### config.mk
export PLATFORM = sky130hd
export DESIGN_NAME = pattern_generator_stream
export DESIGN_NICKNAME = d
export VERILOG_FILES = /design/src/rtl/pattern_generator_stream.sv
export SDC_FILE = /design/constraint.sdc
export NUM_CORES = 1
export LEC_CHECK = 0
export ABC_CLOCK_PERIOD_IN_PS = 5010
export CORE_AREA = 10 10 116 118
export CTS_BUF_LIST = sky130_fd_sc_hd__clkbuf_8
export CTS_CLUSTER_DIAMETER = 80
export DETAILED_ROUTE_END_ITERATION = 7
export DIE_AREA = 0 0 126 128
export PLACE_DENSITY = 0.9
export SETUP_SLACK_MARGIN = 0.02
export SYNTH_ARGS = -nofsm -noshare
export SYNTH_HDL_FRONTEND = slang
export SYNTH_SLANG_ARGS = --single-unit
### constraint.sdc
create_clock -name clk -period 5.01 [get_ports clk]
set_input_delay 1.002 -clock clk [delete_from_list [all_inputs] [get_ports clk]]
set_output_delay 1.002 -clock clk [all_outputs]
set_load 0.05 [all_outputs]
### src/rtl/pattern_generator_stream.sv
// Line/frame test-pattern source on a valid/ready pixel stream with SOL/EOL/EOF markers.
// Modes: gray counter, constant, checkerboard, 2-D ramp and vertical bars.
module pattern_generator_stream #(
  parameter int unsigned DATA_W    = 12,
  parameter int unsigned LINE_LEN  = 1290,
  parameter int unsigned NUM_LINES = 24,
  parameter int unsigned BAR_W     = 162
) (
  input  logic              clk,
  input  logic              rst,
  input  logic              f_sync,
  input  logic              sync,
  input  logic [2:0]        mode,
  input  logic [DATA_W-1:0] const_val,
  input  logic [2:0]        cell_log2,
  input  logic [DATA_W-1:0] delta_x,
  input  logic [DATA_W-1:0] delta_y,
  input  logic              pix_ready,
  output logic              pix_valid,
  output logic [DATA_W-1:0] pix_data,
  output logic              pix_sol,
  output logic              pix_eol,
  output logic              pix_eof,
  output logic              busy
);

  localparam int unsigned X_W  = (LINE_LEN > 1) ? $clog2(LINE_LEN) : 1;
  localparam int unsigned Y_W  = $clog2(NUM_LINES + 1);
  localparam int unsigned BC_W = (BAR_W > 1) ? $clog2(BAR_W) : 1;

  localparam logic [X_W-1:0]  X_LAST  = X_W'(LINE_LEN - 1);
  localparam logic [Y_W-1:0]  Y_LAST  = Y_W'(NUM_LINES - 1);
  localparam logic [BC_W-1:0] BC_LAST = BC_W'(BAR_W - 1);

  localparam logic [2:0] M_OFF   = 3'd0;
  localparam logic [2:0] M_GRAY  = 3'd1;
  localparam logic [2:0] M_CONST = 3'd2;
  localparam logic [2:0] M_CBW   = 3'd3;
  localparam logic [2:0] M_CBB   = 3'd4;
  localparam logic [2:0] M_RAMP  = 3'd5;
  localparam logic [2:0] M_BARS  = 3'd6;
  localparam logic [2:0] M_RSVD  = 3'd7;

  typedef enum logic [1:0] {IDLE, START, ACTIVE, WAIT_SYNC} state_t;

  state_t            state;
  logic [X_W-1:0]    x;
  logic [Y_W-1:0]    y;
  logic [DATA_W-1:0] line_base;
  logic [DATA_W-1:0] acc;
  logic [BC_W-1:0]   bar_cnt;
  logic [2:0]        bar_idx;

  logic [2:0]        mode_q;
  logic [DATA_W-1:0] const_q;
  logic [2:0]        cell_q;
  logic [DATA_W-1:0] dx_q;
  logic [DATA_W-1:0] dy_q;

  logic [2:0]        sel_mode;
  logic [DATA_W-1:0] sel_const;
  logic [2:0]        sel_cell;
  logic [X_W-1:0]    x_nxt;
  logic [DATA_W-1:0] acc_nxt;
  logic [BC_W-1:0]   bar_cnt_nxt;
  logic [2:0]        bar_idx_nxt;
  logic [X_W-1:0]    xs;
  logic [Y_W-1:0]    ys;
  logic              cb_bit;
  logic [DATA_W-1:0] data_nxt;
  logic              sol_nxt;
  logic              eol_nxt;
  logic              eof_nxt;

  // Next pixel: first pixel of a line in START (using live config), else the successor of x
  always_comb begin
    sel_mode    = mode_q;
    sel_const   = const_q;
    sel_cell    = cell_q;
    x_nxt       = x + X_W'(1);
    acc_nxt     = acc + dx_q;
    bar_cnt_nxt = bar_cnt + BC_W'(1);
    bar_idx_nxt = bar_idx;
    if (bar_cnt == BC_LAST) begin
      bar_cnt_nxt = '0;
      if (bar_idx != 3'd7) bar_idx_nxt = bar_idx + 3'd1;
    end
    if (state == START) begin
      sel_mode    = mode;
      sel_const   = const_val;
      sel_cell    = cell_log2;
      x_nxt       = '0;
      acc_nxt     = line_base;
      bar_cnt_nxt = '0;
      bar_idx_nxt = '0;
    end
    xs     = x_nxt >> sel_cell;
    ys     = y >> sel_cell;
    cb_bit = xs[0] ^ ys[0];
    case (sel_mode)
      M_GRAY:  data_nxt = DATA_W'(x_nxt ^ (x_nxt >> 1));
      M_CONST: data_nxt = sel_const;
      M_CBW:   data_nxt = cb_bit ? '1 : '0;
      M_CBB:   data_nxt = cb_bit ? '0 : '1;
      M_RAMP:  data_nxt = acc_nxt;
      M_BARS:  data_nxt = {bar_idx_nxt, (DATA_W-3)'(0)};
      default: data_nxt = '0;
    endcase
    sol_nxt = (x_nxt == '0);
    eol_nxt = (x_nxt == X_LAST);
    eof_nxt = eol_nxt && (y == Y_LAST);
  end

  // Control FSM with registered stream outputs
  always_ff @(posedge clk) begin
    if (rst) begin
      state     <= IDLE;
      x         <= '0;
      y         <= '0;
      line_base <= '0;
      acc       <= '0;
      bar_cnt   <= '0;
      bar_idx   <= '0;
      mode_q    <= '0;
      const_q   <= '0;
      cell_q    <= '0;
      dx_q      <= '0;
      dy_q      <= '0;
      pix_valid <= 1'b0;
      pix_data  <= '0;
      pix_sol   <= 1'b0;
      pix_eol   <= 1'b0;
      pix_eof   <= 1'b0;
      busy      <= 1'b0;
    end else begin
      case (state)
        IDLE: begin
          if (f_sync && sync) begin
            state     <= START;
            busy      <= 1'b1;
            y         <= '0;
            line_base <= '0;
          end
        end
        START: begin
          mode_q  <= mode;
          const_q <= const_val;
          cell_q  <= cell_log2;
          dx_q    <= delta_x;
          dy_q    <= delta_y;
          x       <= x_nxt;
          acc     <= acc_nxt;
          bar_cnt <= bar_cnt_nxt;
          bar_idx <= bar_idx_nxt;
          if (mode == M_OFF || mode == M_RSVD) begin
            state <= IDLE;
            busy  <= 1'b0;
          end else begin
            state     <= ACTIVE;
            pix_valid <= 1'b1;
            pix_data  <= data_nxt;
            pix_sol   <= sol_nxt;
            pix_eol   <= eol_nxt;
            pix_eof   <= eof_nxt;
          end
        end
        ACTIVE: begin
          // End of line by EOL transfer or abort; an aborted line still counts
          if ((pix_ready && pix_eol) || sync) begin
            y         <= y + Y_W'(1);
            line_base <= line_base + dy_q;
            pix_valid <= 1'b0;
            pix_data  <= '0;
            pix_sol   <= 1'b0;
            pix_eol   <= 1'b0;
            pix_eof   <= 1'b0;
            if (y == Y_LAST) begin
              state <= IDLE;
              busy  <= 1'b0;
            end else if (pix_ready && pix_eol) begin
              state <= WAIT_SYNC;
            end else begin
              state <= START;
            end
          end else if (pix_ready) begin
            x        <= x_nxt;
            acc      <= acc_nxt;
            bar_cnt  <= bar_cnt_nxt;
            bar_idx  <= bar_idx_nxt;
            pix_data <= data_nxt;
            pix_sol  <= sol_nxt;
            pix_eol  <= eol_nxt;
            pix_eof  <= eof_nxt;
          end
        end
        WAIT_SYNC: begin
          if (sync) state <= START;
        end
        default: state <= IDLE;
      endcase
    end
  end

endmodule

Yosys cells after proc, flatten, opt, wreduce, memory -nomap -nowiden
Index checks and enable logic that the tools add are counted.
W data, S select, Z words.
{"block": "op_classes", "eq_ne": 23, "mux": 62, "shift": 2, "n_addsub": 6, "bitwise": 2, "n_reduce_logical": 17}
{"op": "$mux W12", "n": 11}
{"op": "$pmux W12 S2", "n": 3}
{"op": "$pmux W12 S6", "n": 1}
{"op": "$mux W11", "n": 3}
{"op": "$mux W8", "n": 4}
{"op": "$add A12 B12 Y12", "n": 2}
{"op": "$pmux W11 S2", "n": 1}
{"op": "$mux W3", "n": 7}
{"op": "$pmux W8 S2", "n": 1}
{"op": "$mux W1", "n": 15}
{"op": "$reduce_and A3 Y1", "n": 5}
{"op": "$ne A2 B2 Y1 const B", "n": 7}
{"op": "$eq A3 B3 Y1 const B", "n": 4}
{"op": "$mux W2", "n": 6}
{"op": "$add A11 B1 Y11 const B", "n": 1}
{"op": "$eq A11 B11 Y1 const B", "n": 1}
{"op": "$logic_not A11 Y1", "n": 1}
{"op": "$shr A11 B3 Y1", "n": 1}
{"op": "$xor A11 B10 Y11", "n": 1}
{"op": "$mux W5", "n": 2}
{"op": "$pmux W5 S2", "n": 1}
{"op": "$add A8 B1 Y8 const B", "n": 1}
{"op": "$eq A8 B8 Y1 const B", "n": 1}
{"op": "$pmux W1 S2", "n": 4}
{"op": "other kinds (21)", "n": 28}
{"block": "totals", "in_bits": 47, "out_inout_bits": 17, "reg_bits": 112}

Logic depth before layout (Yosys ltp)
Gate-level depths: netlist (run 1).
{"block": "depth", "ltp_word": 9, "ltp_mapped": 14, "depth_no_buf": 11}

Worst setup path after synthesis (run 1)
Ideal clock, no wire load.
{"block": "synth_path", "path_kind": "input -> register", "start": "in cell_log2[0]", "end": "reg pix_data[10]", "cell_stages": 7, "arrival_ns": 2.905, "t_required_ns": 4.919, "setup_slack_ns": 2.014, "cell_sequence": "mux2i_1 > mux4_2 > a32o_1 > or4_4 > a22oi_4 > nor2_4 > a311oi_1"}
{"block": "synth_via", "elab_chain_len": 8, "word_cells_on_any_way": 11, "classes_between": "shift (2); mux (8); bitwise (1)"}
{"element": "from (decl)", "line": "15", "source": "input logic [2:0] cell_log2,"}
{"element": "$mux W3 (*)", "line": "88", "source": "if (state == START) begin"}
{"element": "$shr A11 B3 Y1 / $shr A5 B3 Y1 (equally long branches)", "line": "97, 98"}
{"element": "$xor A1 B1 Y1 (*)", "line": "99", "source": "cb_bit = xs[0] ^ ys[0];"}
{"element": "$mux W12 (on tied branches)", "line": "104, 103"}
{"element": "$pmux W12 S6 (*)", "line": "100", "source": "case (sel_mode)"}
{"element": "$mux W12", "line": "185", "source": "end else if (pix_ready) begin"}
{"element": "$mux W12", "line": "169", "source": "if ((pix_ready && pix_eol) || sync) begin"}
{"element": "$pmux W12 S2 (*)", "line": "136", "source": "case (state)"}
{"element": "to (signal assigned)", "line": "161", "source": "pix_data <= data_nxt;"}
{"element": "to (signal assigned)", "line": "190", "source": "pix_data <= data_nxt;"}
{"element": "to (decl)", "line": "20", "source": "output logic [DATA_W-1:0] pix_data,"}
Mark *: on every way between the ends. The rest lies on a longest branch, timed or not. The select of a mux whose other input is x is not followed.
A chain may end at the register's enable or synchronous reset.

Worst setup path after layout (run 1)
{"block": "layout_path", "start": "reg state[0]", "end": "reg pix_data[9]"}
{"block": "layout_via", "elab_chain_len": 9, "word_cells_on_any_way": 29, "classes_between": "eq/ne (10); shift (2); mux (13); bitwise (2); reduce/logical (2)"}
{"element": "from (decl)", "line": "46", "source": "state_t state;"}
{"element": "from (signal assigned)", "line": "117", "source": "state <= IDLE;"}
{"element": "from (signal assigned)", "line": "139", "source": "state <= START;"}
{"element": "from (signal assigned)", "line": "156", "source": "state <= IDLE;"}
{"element": "$eq A2 B1 Y1", "line": "88, 136"}
{"element": "$mux W11 / $mux W3 (equally long branches)", "line": "88"}
{"element": "$shr A11 B3 Y1 / $shr A5 B3 Y1 (equally long branches)", "line": "97, 98"}
{"element": "$xor A1 B1 Y1", "line": "99"}
{"element": "$mux W12 (on tied branches)", "line": "104, 103"}
{"element": "$pmux W12 S6", "line": "100"}
{"element": "$mux W12", "line": "185"}
{"element": "$mux W12", "line": "169"}
{"element": "$pmux W12 S2", "line": "136"}
Parallel ways exist; a longest one is shown, timed or not. The select of a mux whose other input is x is not followed.

==> results.yml, run 1 <==
synth:
  postSynthRegisterBits: 112
  synth.net_count: 889
  yosys_most_used_dff: "sky130_fd_sc_hd__dfxtp_1"
  post_synth_instance_area_sq_um: 6530
  synth_seq_area_share_pct: 34.3
  synthesis.instances: 800
  avgSynthCellArea_sq_um: 8.16
  yosys_warnings: 0
  synthArstFlopShare_pct: 0
  synth_cell_types: 66
  number_of_synthesized_flops_with_an_enable_pin: 0
sta:
  period_minus_slack_ns: 3.87
  fin_worst_hold_slack_ns: 0.481
  finalHoldViolCount: 0
  timing_max_transition_violations_final: 0
  fmax_mhz: 258
  grt_setup_unrepaired: "false"
  timing.slew.headroom_pct: 26.6
  fin_crit_sh_pct: 77.2
  tightestPinTransition_ns: 1.10
  tns_ns: 0
  final_setup_violations: 0
  finalClockSkew_ns: 0.0189
die:
  dieArea_sq_um: 16100
  placement_rows: 39
  die_width_microns: 126
  placeableCoreArea_sq_um: 11200
  io-pin-count: 64
  die_height_microns: 128
  initial_util_pct: 58.2
global_routing:
  grtUsageTotal_pct: 20.3
  grt_pass1_wl_microns: 27900
  largest_net_degree_at_the_start_of_global_routing: 97
  overflow: 0
  number_of_antenna_violations_at_the_first_check_in_global_routing: 0
  first_global_vias: 5826
layout:
  fin_nets: 928
  fillerInstances: 920
  share_of_layout_cells_above_drive_strength_1_pct: 5.09
  diodes: 0
  fin_util_pct: 66.2
  synthToLayoutAreaGrowth_pct: 13.9
  design_area_sq_um: 7430
detailed_routing:
  drt_wl_total_microns: 17200
  drcViolationCount: 0
  detail_route.wl_per_cell_microns: 17.4
  drt-initial-drc-count: 621
  postRouteAntennaNets: 0
  via_count: 6077
  routed_via_density: 6.16
  drtPass1Iterations: 7
clock_network:
  cts_hold_buf: 0
  tritoncts_clock_tree: "built"
  number_of_clock_buffers_inserted_by_tritoncts: 9
  postCtsSetupBuffers: 0
  clk_latency_ns: 0.39
  htree_levels: 3
  clockBufferDepth: 2
  cts_repair_resize_count: 0
  path_clk_slew_ns: 0.12
  clockRootBuffer: "sky130_fd_sc_hd__clkbuf_8"
  num_clock_sinks: 112
worst_hold_path:
  worst_hold_path_type: "reg2reg"
  hold-path-endpoint: "acc[11]"
  timing.hold.worst_path_depth: 2
  holdCritStartpoint: "acc[11]"
setup_path:
  worst_setup_sp: "state[0]"
  critical_path_required_ns: 5.30
  timing.critical_path.arrival_ns: 4.16
  setup.reg_to_reg.worst_slack_ns: 1.14
  crit-reg2reg-capture: "pix_data[9]"
  setup.worst_path.class: "reg2reg"
  end_kind: "flip-flop"
  timing.critical_path.fanout_max: 35
  setup.worst_path.start_class: "flip-flop"
  reg2reg_from: "state[0]"
  r2r_cells: 7
placed_design:
  hpwl_microns: 12400
  portBuffers: 63
  routabilityCongestion: 0.959
  postPlaceCellArea_sq_um: 7240
power_and_ir_drop:
  report.power.total_uw: 2210
  peakVddDrop_v: 0.000183
  leakagePower_uw: 0.00281
  power_per_cell_area_nw_per_um2: 298
run:
  maxCapViolations: 0
run_status:
  status: "finished, final reports clean"
==> metal layers <==
metal	global-route usage [%]	vias up	routed length, microns
li1	-	2950	-
met3	3.14	50	1010
met5	0	-	0
met4	10.4	0	624
met2	35.2	249	8380
met1	23.8	2828	7140
==> final cells by class <==
cell class	count	area (sq um)	share of cell area, %
clock buffer	11	151	2.04
clock inverter	5	37.5	0.505
inverter	22	82.6	1.11
multi-input combinational	625	4070	54.7
sequential	112	2240	30.2
tap	143	179	2.41
timing repair buffer	69	671	9.02
==> sequential cells by signal, summed over array words and instances (netlist names) <==
name and count:
y 5, pix_sol 1, line_base 12, x 11, pix_eof 1, pix_eol 1, dy_q 12, bar_cnt 8
const_q 12, dx_q 12, busy 1, state 2, pix_valid 1, acc 12, bar_idx 3, mode_q 3
cell_q 3, pix_data 12
==> kinds of logic (layout without fill, tap and decap cells) <==
| group | after synthesis | in the layout | synth area share, % |
|---|---|---|---|
| AO/OA/AOI/OAI | 201 | 201 | 20.4 |
| XOR/XNOR | 33 | 33 | 4.43 |
| adder cells (fa/ha/maj) | 42 | 42 | 8.28 |
| buffers and inverters | 63 | 107 | 3.76 |
| flip-flops | 112 | 112 | 34.3 |
| multiplexers | 46 | 46 | 7.26 |
| AND/OR/NAND/NOR | 303 | 303 | 21.6 |
==> stage by stage <==
step | setup slack [ns] | std cells
3_3_place_gp | 1.37 | 971
5_1_grt | 0.902 | 987
3_5_place_dp | 1.25 | 971
4_1_cts | 1.22 | 987
2_1_floorplan | 2.01 | 800
6_report | 1.14 | 987
==> critical path, stage by stage, from the launching register on <==
cell and delay (ns):
sky130_fd_sc_hd__dfxtp_1 0.47, sky130_fd_sc_hd__ha_4 0.47, sky130_fd_sc_hd__clkinv_1 0.61, sky130_fd_sc_hd__a21boi_0 0.78, sky130_fd_sc_hd__nor3_1 0.14, sky130_fd_sc_hd__nor4b_2 0.93, sky130_fd_sc_hd__a21oi_1 0.09, sky130_fd_sc_hd__a311oi_1 0.29
==> worst max path at each step <==
stage | to | slack [ns]
3_5_place_dp | pix_data[9] | 1.25
3_3_place_gp | pix_data[7] | 1.37
2_1_floorplan | pix_data[10] | 2.01
4_1_cts | pix_data[9] | 1.22
5_1_grt | pix_data[7] | 0.90
6_report | pix_data[9] | 1.14
==> report_power, final <==
part           switching [uW]  internal [uW]
Clock                     322            211
Sequential               53.5            957
Combinational             412            256
Total                     787           1430
==> synth_stat cells, types with 11 or more instances <==
cell	instances	area [sq um]
sky130_fd_sc_hd__nor2_1	116	435
sky130_fd_sc_hd__dfxtp_1	112	2240
sky130_fd_sc_hd__nand2_1	74	278
sky130_fd_sc_hd__a21oi_1	67	335
sky130_fd_sc_hd__mux2i_1	44	440
sky130_fd_sc_hd__ha_1	40	500
sky130_fd_sc_hd__clkbuf_1	32	120
sky130_fd_sc_hd__o21ai_0	31	155
sky130_fd_sc_hd__inv_1	21	78.8
sky130_fd_sc_hd__nor3_1	20	100
sky130_fd_sc_hd__nand3_1	19	95.1
sky130_fd_sc_hd__xnor2_1	17	149
sky130_fd_sc_hd__a211oi_1	16	120
sky130_fd_sc_hd__xor2_1	16	140
sky130_fd_sc_hd__nand2b_1	14	87.6
sky130_fd_sc_hd__and2_1	11	68.8
==> placed cells by master, fill, tap and decap left out, types with 19 or more instances in the layout <==
cell type	synthesis	final
sky130_fd_sc_hd__nand3_1	19	19
sky130_fd_sc_hd__a21oi_1	67	67
sky130_fd_sc_hd__dfxtp_1	112	112
sky130_fd_sc_hd__nor3_1	20	20
sky130_fd_sc_hd__nor2_1	116	116
sky130_fd_sc_hd__o21ai_0	31	31
sky130_fd_sc_hd__mux2i_1	44	44
sky130_fd_sc_hd__nand2_1	74	74
sky130_fd_sc_hd__ha_1	40	39
sky130_fd_sc_hd__inv_1	21	21
sky130_fd_sc_hd__clkdlybuf4s50_1	0	62
Note: power is estimated with default switching activity, not from simulation.
==> inputs of run 2 (changes only) <==
--- a/config.mk
+++ b/config.mk
@@ -5,13 +5,13 @@
 export SDC_FILE = /design/constraint.sdc
 export NUM_CORES = 1
 export LEC_CHECK = 0
-export ABC_CLOCK_PERIOD_IN_PS = 5010
-export CORE_AREA = 10 10 116 118
+export ABC_CLOCK_PERIOD_IN_PS = 3100
+export CORE_AREA = 10 10 121 123
 export CTS_BUF_LIST = sky130_fd_sc_hd__clkbuf_8
 export CTS_CLUSTER_DIAMETER = 80
 export DETAILED_ROUTE_END_ITERATION = 7
-export DIE_AREA = 0 0 126 128
-export PLACE_DENSITY = 0.9
+export DIE_AREA = 0 0 131 133
+export PLACE_DENSITY = 0.86
 export SETUP_SLACK_MARGIN = 0.02
 export SYNTH_ARGS = -nofsm -noshare
 export SYNTH_HDL_FRONTEND = slang
==> constraint.sdc (replaced) <==
create_clock -name clk -period 3.1 [get_ports clk]
set_input_delay 0.62 -clock clk [delete_from_list [all_inputs] [get_ports clk]]
set_output_delay 0.62 -clock clk [all_outputs]
set_load 0.05 [all_outputs]
==> run 2 against run 1 <==
  * Maximum frequency grew 31%
  * Clock power is 63% higher
  * Combinational power up 67%
  * Via count decreased by 0.71%
  * Sequential share of layout area down 0.64 points
  * Total power grew 64%
  * Routed wire length fell by 1.5%
  * Sequential power increased by 61%
  * Flip-flop and latch count stayed put
  * Global-route usage fell by 0.74 points
  * Utilization down 4.8 points
  * Worst setup slack got worse by 1.0 ns
==> results.yml, run 2 (synthesis results as in run 1) <==
setup_path:
  setup.worst_path.start_class: "flip-flop"
  timing.critical_path.arrival_ns: 3.25
  end_kind: "flip-flop"
  setup.worst_path.class: "reg2reg"
  timing.critical_path.fanout_max: 10
  critical_path_required_ns: 3.39
detailed_routing:
  detail_route.wl_per_cell_microns: 16.4
  via_count: 6034
  routed_via_density: 5.85
  drtPass1Iterations: 5
  drcViolationCount: 0
  drt_wl_total_microns: 16900
  postRouteAntennaNets: 0
  drt-initial-drc-count: 554
clock_network:
  tritoncts_clock_tree: "built"
  clockRootBuffer: "sky130_fd_sc_hd__clkbuf_8"
  path_clk_slew_ns: 0.10
  num_clock_sinks: 112
  postCtsSetupBuffers: 0
  clk_latency_ns: 0.39
  clockBufferDepth: 2
  htree_levels: 3
  number_of_clock_buffers_inserted_by_tritoncts: 9
global_routing:
  grt.met2_usage_pct: 33.0
  first_global_vias: 5874
  groute.layer.met3.usage_pct: 3.76
  global_route.usage.met1_pct: 24.0
  grt_pass1_wl_microns: 28000
  number_of_antenna_violations_at_the_first_check_in_global_routing: 0
  overflow: 0
  grt_busiest_layer: "met2"
  grtUsageTotal_pct: 19.6
  largest_net_degree_at_the_start_of_global_routing: 40
layout:
  mostFrequentLayoutCells: "116 x sky130_fd_sc_hd__nor2_1, 112 x sky130_fd_sc_hd__dfxtp_1, 74 x sky130_fd_sc_hd__nand2_1"
  design_area_sq_um: 7590
  synthToLayoutAreaGrowth_pct: 16.3
  share_of_layout_cells_above_drive_strength_1_pct: 6.64
  fin_nets: 943
  diodes: 0
  layout.cells.most_common: "sky130_fd_sc_hd__nor2_1"
sta:
  timing.slew.headroom_pct: 59.1
  grt_setup_unrepaired: "false"
  fin_crit_sh_pct: 95.5
  fin_ws_ns: 0.141
  fmax_mhz: 338
  finalHoldViolCount: 0
  timing_max_transition_violations_final: 0
  tightestPinTransition_ns: 0.613
  tns_ns: 0
  fin_worst_hold_slack_ns: 0.481
  final_setup_violations: 0
  period_minus_slack_ns: 2.96
  finalClockSkew_ns: 0.00861
die:
  die_height_microns: 133
  die_width_microns: 131
  initial_util_pct: 52.8
  io-pin-count: 64
  placement_rows: 41
  dieArea_sq_um: 17400
  placeableCoreArea_sq_um: 12400
placed_design:
  routabilityCongestion: 0.900
  place_ws_ns: -0.117
  portBuffers: 63
  postPlaceCellArea_sq_um: 7400
  hpwl_microns: 12800
worst_hold_path:
  worst_hold_path_type: "reg2reg"
power_and_ir_drop:
  report.power.total_uw: 3620
  peakVddDrop_v: 0.000275
  leakagePower_uw: 0.00290
  power_per_cell_area_nw_per_um2: 477
run_status:
  status: "finished, final reports clean"
run:
  maxCapViolations: 0
-- run 2: where the power goes --
group | internal [uW] | total (uW) | switching, uW | leakage, uW
clock network | 367 | 871 | 504 | 0.0000962
registers | 1550 | 1630 | 83.6 | 0.000911
logic | 450 | 1120 | 672 | 0.00189
total | 2360 | 3620 | 1260 | 0.00290
-- run 2: repair_timing --
action / in CTS / in global routing
hold buffers: 0 / 0
resized for setup: 0 / 1
setup endpoints to repair: 0 / 1
endpoints found under the hold margin: 0 / 0
-- run 2: worst paths after layout --
check | start | to | slack (ns) | cells past startpoint
max | state[0] | pix_data[9] | 0.14 | 8
min | const_q[11] | const_q[11] | 0.48 | 2
max reg2reg | state[0] | pix_data[9] | 0.14 | 8
min reg2reg | const_q[11] | const_q[11] | 0.48 | 2
-- run 2: layout make-up --
cell class              count  area, sq um
fillers                  1070         4770
multi-input cells         625         4070
flip-flops and latches    112         2240
repair buffers             84          796
well taps                 172          215
clock buffers               9          124
inverters                  22         82.6
clock inverters             7         63.8
-- run 2: per-layer routing --
layer  vias up  share of wire (%)  wire length [microns]
li1       2982                  -                      -
met1      2840                 43                   7310
met2       182                 49                   8350
met3        30                5.1                    862
met4         0                2.3                    391
met5         -                  0                      0
-- run 2: worst max-delay path: stages (launching register included) --
cell                       delay [ns]
sky130_fd_sc_hd__dfxtp_1         0.46
sky130_fd_sc_hd__ha_4            0.25
sky130_fd_sc_hd__mux2i_1         0.31
sky130_fd_sc_hd__mux4_2          0.54
sky130_fd_sc_hd__a32o_1          0.27
sky130_fd_sc_hd__or4_4           0.44
sky130_fd_sc_hd__a22oi_4         0.23
sky130_fd_sc_hd__nor2_4          0.12
sky130_fd_sc_hd__a311oi_1        0.26
-- run 2: per-stage QoR --
step | util (%) | instances
floorplan | - | 800
global placement | 59.9 | 1015
detailed placement | 59.9 | 1015
CTS | 61.4 | 1031
global route | 61.4 | 1031
finish | 61.4 | 1031
